**config.mk**
```make
export PLATFORM = sky130hd
export DESIGN_NAME = time_set_ctrl
export DESIGN_NICKNAME = d
export VERILOG_FILES = /design/src/rtl/time_set_ctrl.sv
export SDC_FILE = /design/constraint.sdc
export NUM_CORES = 1
export LEC_CHECK = 0
export ABC_CLOCK_PERIOD_IN_PS = 2000
export CAP_MARGIN = 20
export CORE_MARGIN = 5
export CORE_UTILIZATION = 62
export CTS_CLUSTER_SIZE = 24
export DETAILED_ROUTE_END_ITERATION = 10
export DONT_BUFFER_PORTS = 1
export GPL_ROUTABILITY_DRIVEN = 0
export HOLD_SLACK_MARGIN = 0.06
export PLACE_DENSITY = 0.86
export SYNTH_ARGS = -nofsm -noshare
export SYNTH_HDL_FRONTEND = slang
export SYNTH_SLANG_ARGS = --single-unit
export TNS_END_PERCENT = 10
```
**constraint.sdc**
```tcl
create_clock -name clk_48mhz -period 2 [get_ports clk_48mhz]
set_input_delay 0.2 -clock clk_48mhz [delete_from_list [all_inputs] [get_ports clk_48mhz]]
set_output_delay 0.2 -clock clk_48mhz [all_outputs]
set_load 0.01 [all_outputs]
```
**src/rtl/time_set_ctrl.sv**
```systemverilog
// time_set_ctrl: manual time-setting mode controller.
// Debounces the mode/inc keys on the 1 kHz strobe, steps RUN -> SET_HOUR ->
// SET_MIN -> SET_SEC -> RUN on mode presses, and emits single-cycle adjust
// strobes with auto-repeat while inc is held. Drives the counter freeze level
// (keep) and the blink mask for the field being edited.
// Build option: define SET_TIMEOUT_EN to return to RUN after TIMEOUT_MS idle
// ticks in a SET state; without it, SET states are left only by mode or reset.
//
// state        | meaning
// -------------+-------------------------------------------
// ST_RUN       | normal counting, keys other than mode ignored
// ST_SET_HOUR  | editing hours, hour digits blink
// ST_SET_MIN   | editing minutes, minute digits blink
// ST_SET_SEC   | editing seconds, second digits blink
module time_set_ctrl #(
   parameter int DEBOUNCE_MS     = 20,
   parameter int REPEAT_DELAY_MS = 500,
   parameter int REPEAT_RATE_MS  = 100,
   parameter int BLINK_HALF_MS   = 250,
   parameter int TIMEOUT_MS      = 10000
) (
   input  logic       clk_48mhz,
   input  logic       rst_n,
   input  logic       tick_1khz,
   input  logic       key_mode,
   input  logic       key_inc,
   output logic       adjust_sec,
   output logic       adjust_min,
   output logic       adjust_hour,
   output logic       keep,
   output logic [2:0] blank_mask,
   output logic [1:0] set_mode
);

   typedef enum logic [1:0] {
      ST_RUN      = 2'd0,
      ST_SET_HOUR = 2'd1,
      ST_SET_MIN  = 2'd2,
      ST_SET_SEC  = 2'd3
   } state_e;

   localparam int RP_MAX = (REPEAT_DELAY_MS > REPEAT_RATE_MS) ? REPEAT_DELAY_MS : REPEAT_RATE_MS;
   localparam int DB_W   = $clog2(DEBOUNCE_MS + 1);
   localparam int RP_W   = $clog2(RP_MAX + 1);
   localparam int BL_W   = $clog2(BLINK_HALF_MS + 1);
   localparam logic [DB_W-1:0] DB_LAST  = DB_W'(DEBOUNCE_MS - 1);
   localparam logic [RP_W-1:0] RP_DELAY = RP_W'(REPEAT_DELAY_MS);
   localparam logic [RP_W-1:0] RP_RATE  = RP_W'(REPEAT_RATE_MS);
   localparam logic [BL_W-1:0] BL_LAST  = BL_W'(BLINK_HALF_MS - 1);

   if (DEBOUNCE_MS < 1 || REPEAT_DELAY_MS < 1 || REPEAT_RATE_MS < 1 ||
       BLINK_HALF_MS < 1 || TIMEOUT_MS < 1) begin : g_param_check
      $error("time_set_ctrl: all timing parameters must be >= 1");
   end

   // bit 0 = mode key, bit 1 = inc key
   logic [1:0]      sync1_q, sync2_q, deb_q, deb_prev_q;
   logic [DB_W-1:0] db_cnt_q [2];

   state_e          state_q, state_d;
   logic            lock_q, lock_d;
   logic [RP_W-1:0] rep_cnt_q, rep_cnt_d;
   logic            phase_q, phase_d;
   logic [BL_W-1:0] bl_cnt_q, bl_cnt_d;
   logic [2:0]      adj_q, adj_d;
   logic [2:0]      mask_q, mask_d;
   logic            keep_q;

   logic mode_press, inc_press, in_set, inc_active, rep_fire, strobe, timeout_hit;

   assign mode_press = deb_q[0] & ~deb_prev_q[0];
   assign inc_press  = deb_q[1] & ~deb_prev_q[1];
   assign in_set     = (state_q != ST_RUN);
   // A mode step or timeout in the same cycle swallows any inc activity.
   assign inc_active = in_set & ~lock_q & ~mode_press & ~timeout_hit & deb_q[1];

   // Synchronize both keys and accept a level change only after DEBOUNCE_MS
   // consecutive disagreeing ticks; any agreeing cycle restarts the count.
   always_ff @(posedge clk_48mhz or negedge rst_n) begin
      if (!rst_n) begin
         sync1_q    <= '0;
         sync2_q    <= '0;
         deb_q      <= '0;
         deb_prev_q <= '0;
         for (int k = 0; k < 2; k++) db_cnt_q[k] <= '0;
      end else begin
         sync1_q    <= {key_inc, key_mode};
         sync2_q    <= sync1_q;
         deb_prev_q <= deb_q;
         for (int k = 0; k < 2; k++) begin
            if (sync2_q[k] == deb_q[k]) begin
               db_cnt_q[k] <= '0;
            end else if (tick_1khz) begin
               if (db_cnt_q[k] == DB_LAST) begin
                  deb_q[k]    <= ~deb_q[k];
                  db_cnt_q[k] <= '0;
               end else begin
                  db_cnt_q[k] <= db_cnt_q[k] + 1'b1;
               end
            end
         end
      end
   end

`ifdef SET_TIMEOUT_EN
   localparam int TO_W = $clog2(TIMEOUT_MS + 1);
   localparam logic [TO_W-1:0] TO_LAST = TO_W'(TIMEOUT_MS - 1);
   logic [TO_W-1:0] to_cnt_q;

   assign timeout_hit = in_set & tick_1khz & (to_cnt_q == TO_LAST);

   // Idle-tick counter for SET states; any press restarts it.
   always_ff @(posedge clk_48mhz or negedge rst_n) begin
      if (!rst_n)                                          to_cnt_q <= '0;
      else if (!in_set || mode_press || inc_press || timeout_hit) to_cnt_q <= '0;
      else if (tick_1khz)                                  to_cnt_q <= to_cnt_q + 1'b1;
   end
`else
   assign timeout_hit = 1'b0;
`endif

   // Next-state, repeat timer, blink phase and registered output values.
   always_comb begin
      state_d = state_q;
      if (timeout_hit) begin
         state_d = ST_RUN;
      end else if (mode_press) begin
         case (state_q)
            ST_RUN:      state_d = ST_SET_HOUR;
            ST_SET_HOUR: state_d = ST_SET_MIN;
            ST_SET_MIN:  state_d = ST_SET_SEC;
            default:     state_d = ST_RUN;
         endcase
      end

      // Held inc must be released before it can act in the new field.
      lock_d = lock_q;
      if (mode_press || timeout_hit) lock_d = 1'b1;
      else if (!deb_q[1])            lock_d = 1'b0;

      rep_fire = inc_active & tick_1khz & (rep_cnt_q == RP_W'(1));
      strobe   = (inc_active & inc_press) | rep_fire;

      rep_cnt_d = '0;
      if (inc_active) begin
         if (inc_press)                        rep_cnt_d = RP_DELAY;
         else if (rep_fire)                    rep_cnt_d = RP_RATE;
         else if (tick_1khz && rep_cnt_q != '0) rep_cnt_d = rep_cnt_q - 1'b1;
         else                                  rep_cnt_d = rep_cnt_q;
      end

      adj_d = 3'b000;
      if (strobe) begin
         case (state_q)
            ST_SET_HOUR: adj_d = 3'b100;
            ST_SET_MIN:  adj_d = 3'b010;
            ST_SET_SEC:  adj_d = 3'b001;
            default:     adj_d = 3'b000;
         endcase
      end

      phase_d  = phase_q;
      bl_cnt_d = bl_cnt_q;
      if (state_d != state_q || strobe || state_d == ST_RUN) begin
         phase_d  = 1'b0;
         bl_cnt_d = '0;
      end else if (tick_1khz) begin
         if (bl_cnt_q == BL_LAST) begin
            phase_d  = ~phase_q;
            bl_cnt_d = '0;
         end else begin
            bl_cnt_d = bl_cnt_q + 1'b1;
         end
      end

      case (state_d)
         ST_SET_HOUR: mask_d = {phase_d, 2'b00};
         ST_SET_MIN:  mask_d = {1'b0, phase_d, 1'b0};
         ST_SET_SEC:  mask_d = {2'b00, phase_d};
         default:     mask_d = 3'b000;
      endcase
   end

   // Mode FSM state and registered outputs.
   always_ff @(posedge clk_48mhz or negedge rst_n) begin
      if (!rst_n) begin
         state_q   <= ST_RUN;
         lock_q    <= 1'b0;
         rep_cnt_q <= '0;
         phase_q   <= 1'b0;
         bl_cnt_q  <= '0;
         adj_q     <= 3'b000;
         mask_q    <= 3'b000;
         keep_q    <= 1'b0;
      end else begin
         state_q   <= state_d;
         lock_q    <= lock_d;
         rep_cnt_q <= rep_cnt_d;
         phase_q   <= phase_d;
         bl_cnt_q  <= bl_cnt_d;
         adj_q     <= adj_d;
         mask_q    <= mask_d;
         keep_q    <= (state_d != ST_RUN);
      end
   end

   assign adjust_hour = adj_q[2];
   assign adjust_min  = adj_q[1];
   assign adjust_sec  = adj_q[0];
   assign keep        = keep_q;
   assign blank_mask  = mask_q;
   assign set_mode    = state_q;

endmodule

```
=== Word-level counts from Yosys, hierarchy flattened ===
Cells that the tools add are included.

* Register bits: 46

* Muxes and demuxes: 23
* Bitwise operators: 18
* Add/sub/neg operators: 4
* Equality and inequality tests: 15
* Reductions and logical operators: 13

{| class="wikitable"
|+ Operator list
! operator !! number
|-
| two-way mux 9 bit || 4
|-
| two-way mux 5 bit || 6
|-
| two-way mux 8 bit || 3
|-
| one-hot mux 3 bit (3 select lines) || 2
|-
| adder 5 x 1 -> 5 bit (second input constant) || 2
|-
| == test 5 bit (second input constant) || 2
|-
| nonzero test 2 bit || 5
|-
| == test 9 x 1 -> 1 bit (second input constant) || 1
|-
| inverter 1 bit || 9
|-
| nonzero test 9 bit || 1
|-
| subtractor 9 x 1 -> 9 bit (second input constant) || 1
|-
| adder 8 x 1 -> 8 bit (second input constant) || 1
|-
| AND 1 bit || 8
|-
| == test 2 bit (second input constant) || 4
|-
| == test 8 bit (second input constant) || 1
|-
| one-hot mux 2 bit (3 select lines) || 1
|-
| AND reduction 3 bit || 2
|-
| two-way mux 1 bit || 5
|-
| == test 2 x 1 -> 1 bit (second input constant) || 2
|-
| zero test 2 bit || 2
|-
| inequality test 4 x 2 -> 1 bit (second input constant) || 1
|-
| two-way mux 3 bit || 1
|-
| == test 1 bit || 2
|-
| logical OR 1 bit || 2
|-
| other kinds (5) || 5
|}

=== Logic depth before layout (Yosys ltp) ===
* Depth in word-level cells: 12
* Depth in mapped cells: 7

=== Worst setup path after synthesis ===
Ideal clock, no wire load.

* Kind: reg-to-reg
* Start: register state_q[0] (netlist: set_mode[0])
* End: register bl_cnt_q[3]
* Clock period less this slack: 1.840 ns
* Buffers on the path: 0
* Cell stages (with the launch flop): 8
* Data arrival time: 1.769 ns
* Slack: 0.160 ns
* Cells stage by stage: dfrtp_1 inv_1 ha_1 xnor2_1 a21oi_1 a221o_2 or2_4 nor2_1

* Longest elaborated chain between the ends: 10
* Elaborated cells between the ends (all ways): 19

{| class="wikitable"
|+ Ends and longest elaborated chain
! element !! line !! text
|-
| start: declaration || 60 || <nowiki>state_e state_q, state_d;</nowiki>
|-
| start signal: assignment || 196 || <nowiki>state_q <= state_d;</nowiki>
|-
| nonzero test 2 bit || 73 || <nowiki>assign in_set = (state_q != ST_RUN);</nowiki>
|-
| AND 1 bit (3 in series) || 75 || <nowiki>assign inc_active = in_set & ~lock_q & ~mode_press & ~timeout_hit & deb_q[1];</nowiki>
|-
| AND 1 bit (2 in series) || 141 || <nowiki>rep_fire = inc_active & tick_1khz & (rep_cnt_q == RP_W'(1));</nowiki>
|-
| bitwise OR 1 bit || 142 || <nowiki>strobe = (inc_active & inc_press) | rep_fire;</nowiki>
|-
| logical OR 1 bit || 164 || <nowiki>if (state_d != state_q || strobe || state_d == ST_RUN) begin</nowiki>
|-
| logical OR 1 bit (*) || 164 ||
|-
| two-way mux 8 bit or nonzero test 2 bit (tied branches) || n/a ||
|-
| end signal: assignment || 200 || <nowiki>bl_cnt_q <= bl_cnt_d;</nowiki>
|-
| end: declaration || 64 || <nowiki>logic [BL_W-1:0] bl_cnt_q, bl_cnt_d;</nowiki>
|}

Every way passes the cells marked *; elsewhere a longest branch is shown, timed or not.
A chain may end at the register's enable or synchronous reset.

=== Worst setup path in the final report ===
* Start: register rep_cnt_q[1]
* End: register mask_q[0] (netlist: blank_mask[0])

* Longest elaborated chain between the ends: 7

{| class="wikitable"
|+ Ends and longest elaborated chain
! element !! line !! text
|-
| start: declaration || 62 || <nowiki>logic [RP_W-1:0] rep_cnt_q, rep_cnt_d;</nowiki>
|-
| start signal: assignment || 198 || <nowiki>rep_cnt_q <= rep_cnt_d;</nowiki>
|-
| == test 9 x 1 -> 1 bit || 141 ||
|-
| AND 1 bit || 141 ||
|-
| bitwise OR 1 bit || 142 ||
|-
| logical OR 1 bit (2 in series) || 164 ||
|-
| two-way mux 1 bit || 164 ||
|-
| one-hot mux 3 bit (3 select lines) || 176 || <nowiki>case (state_d)</nowiki>
|-
| via mask_d[0] || 66 || <nowiki>logic [2:0] mask_q, mask_d;</nowiki>
|-
| end signal: assignment || 202 || <nowiki>mask_q <= mask_d;</nowiki>
|-
| end: declaration || 66 ||
|}

The timed path passes the listed nets, and every way through them passes these cells.

==> metrics.md <==
| Metric | Value |
|---|---|
| TritonCTS clock tree | `done` |
| Setup CP Type | `register to register` |
| Worst-path clk slew | `0.09 ns` |
| CP required | `2.22 ns` |
| Worst-path fanout max | `7` |
| VDD IR max | `0.680 mV` |
| Mapped cell area | `2290 sq um` |
| Nets | `~250` |
| Post-synth EDFFs | `0` |
| Post-Syn Instances | `222` |
| Post-synthesis sequential area ratio | `0.502` |
| 1st-iter DRT viols | `91` |
| HP Class | `input pin to register` |
| DRC Markers | `0` |
| Pin count of the biggest net entering global routing | `47` |
| Number of max-cap violations | `0` |
| Area growth from synthesis to layout | `11.4%` |
| Pwr Density | `just over 600 nW/um^2` |
| Synth warn | `0` |
| Crit-path slowest cell | `a221o_2` |
| Area contributors post-synth | `dfrtp_1 (50%), ha_1 (6.0%), nor2_1 (4.4%)` |
| Placed Cells | `272` |
| Synth Flop Type | `dfrtp_1` |
| Routed wire length | `4.21 mm` |
| Die ar. | `5020 sq um` |
| P_leak | `0.00119 uW` |
| Slew HR | `0.679` |
| Final hold vios | `0` |
| Fraction of layout cells with a size suffix above 1 | `0.143` |
| Top cell family by delay on the critical path | `compound AO/OA/AOI/OAI gates` |
| Utilization after layout | `0.704` |
| Post-route cell area | `2560 sq um` |
| Synth cell types | `42` |
| Setup Viol. Count Final | `0` |
| Max-slew violations | `0` |
| Crit path arrival time | `2.10 ns` |
| ANT cells | `0` |
| Most common cell after layout, fill and taps aside | `dfrtp_1` |
| Die W | `70.8 um` |
| Port Buffers | `0` |
| Total GRT Usage | `0.183` |
| Grt ovf | `0` |
| TritonCTS Sinks | `46` |
| Syn Area/Cell | `10.3 sq um` |
| Worst-margin pin slew | `around 0.47 ns` |
| Worst path bufs/invs | `1` |
| Routed vias | `about 1,600` |
| WL/cell | `14.8 um` |
| Top Ports | `14` |
| Drt pass-1 iters | `4` |
| Outcome | `finished, final reports clean` |
| # rows | `22` |
| Die H | `between 70 and 80 um` |
| Asr flop ratio synth | `1.00` |
| Cell Count, Final, Fillers Out | `285` |
| Worst hold slack | `approximately 0.068 ns` |
| Worst path cell trace | `inv_1 > ha_1 > a41o_1 > a221o_2 > nand2b_4 > nor3_2` |
| H-tree Lvls | `2` |
| CTS buffer count | `5` |
| Routed Antenna Nets | `0` |
| RSZ-0062 raised after global routing | `true` |
| Placed cell areas | `2380 sq um` |
| Total core area | `3630 sq um` |
| Clock skew | `0.00825 ns` |
| Fmax | `530 MHz` |
| Final Cycle Share | `0.943` |
| Cell taking the most area after synthesis | `dfrtp_1` |
| Mapped Nets | `238` |
| CP startpoint kind | `register` |
| Vias in the first global route | `around 1,600` |
| Max clock buf depth | `2` |
| Root buffer cell | `clkbuf_8` |
| # fillers | `268` |
| Crit path time final | `1.89 ns` |
| Clk_lat worst skew | `0.30 ns` |
| Slowest stage delay, CP | `0.43 ns` |
| Initial antenna violation count | `0` |
| Synthesis-stage register bit count | `46` |
| Most frequent cells in the layout | `dfrtp_1 (46), nor2_1 (27), a21oi_1 (17)` |
| Top-area cell type share of the netlist area | `0.502` |
| Via density | `5.72` |
| Critical path capture point type | `register` |
| Initial core utilization | `0.632` |
| Detail Placement HPWL | `2.96 mm` |
| Global-route wire length before repair | `7.33 mm` |
cell families after synthesis:
kind of cell / share of synthesized area
simple gates: 0.233
flops: 0.502
compound gates: 0.0921
buf+inv: 0.0234
xor+xnor: 0.0496
fa+ha+maj: 0.0600
mux: 0.0403
state kept, by name, indices dropped and copies added, names as in the netlist:
register	flops
lock_q	1
db_cnt_q	10
keep	1
phase_q	1
sync2_q	2
deb_q	2
adj_q	3
set_mode	2
bl_cnt_q	8
deb_prev_q	2
sync1_q	2
blank_mask	3
rep_cnt_q	9
cells in the mapped netlist, types with 3 or more instances:
library cell	number
xor2_1	5
nand3_1	4
nor2_1	27
nor3_1	12
inv_1	10
nor2b_1	5
dfrtp_1	46
and3_2	3
nor3b_1	3
a311oi_1	4
mux2i_1	7
nand3b_1	3
nand4_1	4
a21oi_1	17
and3_1	4
xnor2_1	8
nand2_1	14
ha_1	11
o21ai_0	7
worst register-to-register path: cells and delay by family (launching register included):
kind	cells	cell delay, ns
AOI/OAI and AO/OA	2	0.70
adders and majority gates	1	0.25
buffers and inverters	1	0.09
DFF	1	0.40
and+or+nand+nor	2	0.37
path summary, 6_finish.rpt:
| path | cells past startpoint | end | slack, ns | from |
|---|---|---|---|---|
| min | 2 | db_cnt_q[0] | 0.07 | tick_1khz |
| max in group asynchronous | 2 | bl_cnt_q[1] | 1.40 | rst_n |
| min reg2reg | 0 | sync2_q[1] | 0.35 | sync1_q[1] |
| max | 6 | blank_mask[0] | 0.11 | rep_cnt_q[1] |
| max reg2reg | 6 | blank_mask[0] | 0.11 | rep_cnt_q[1] |
| min in group asynchronous | 2 | bl_cnt_q[7] | 0.41 | rst_n |
through the flow:
| stage | total power, uW | TNS (ns) | setup slack, ns |
|---|---|---|---|
| floorplan | 997 | 0 | 0.160 |
| global placement | 993 | 0 | 0.165 |
| detailed placement | 996 | 0 | 0.0802 |
| CTS | 1610 | 0 | 0.0819 |
| global route | 1660 | -0.0168 | -0.0155 |
| finish | 1590 | 0 | 0.115 |
metal layers:
layer,part of all wire,global-route usage,wire length [um]
met2,0.47,0.278,1960
met5,0,0,0
met3,0.060,0.0597,252
met4,0.020,0.0647,83
met1,0.45,0.249,1910
repair_timing:
item	CTS	global route
buffers inserted	0	0
hold buffers	5	0
gates resized for setup	0	2
endpoints found under the hold margin	50	0
endpoints found under the setup margin	0	4
cell type report:
type,instances,area (sq um),share of cell area
Clock buffer,6,82.6,0.0323
Tap cell,48,60.1,0.0235
Clock inverter,2,12.5,0.00489
Timing Repair Buffer,11,113,0.0441
Multi-Input combinational cell,162,1100,0.430
Inverter,10,37.5,0.0147
Sequential cell,46,1150,0.450
power by group:
group / internal (uW) / switching (uW) / leakage (uW)
sequential: 940 / 8.92 / 0.000631
clock: 278 / 308 / 0.0000472
combinational: 25.8 / 31.5 / 0.000517
No activity file was read; power rests on OpenSTA's default activity.
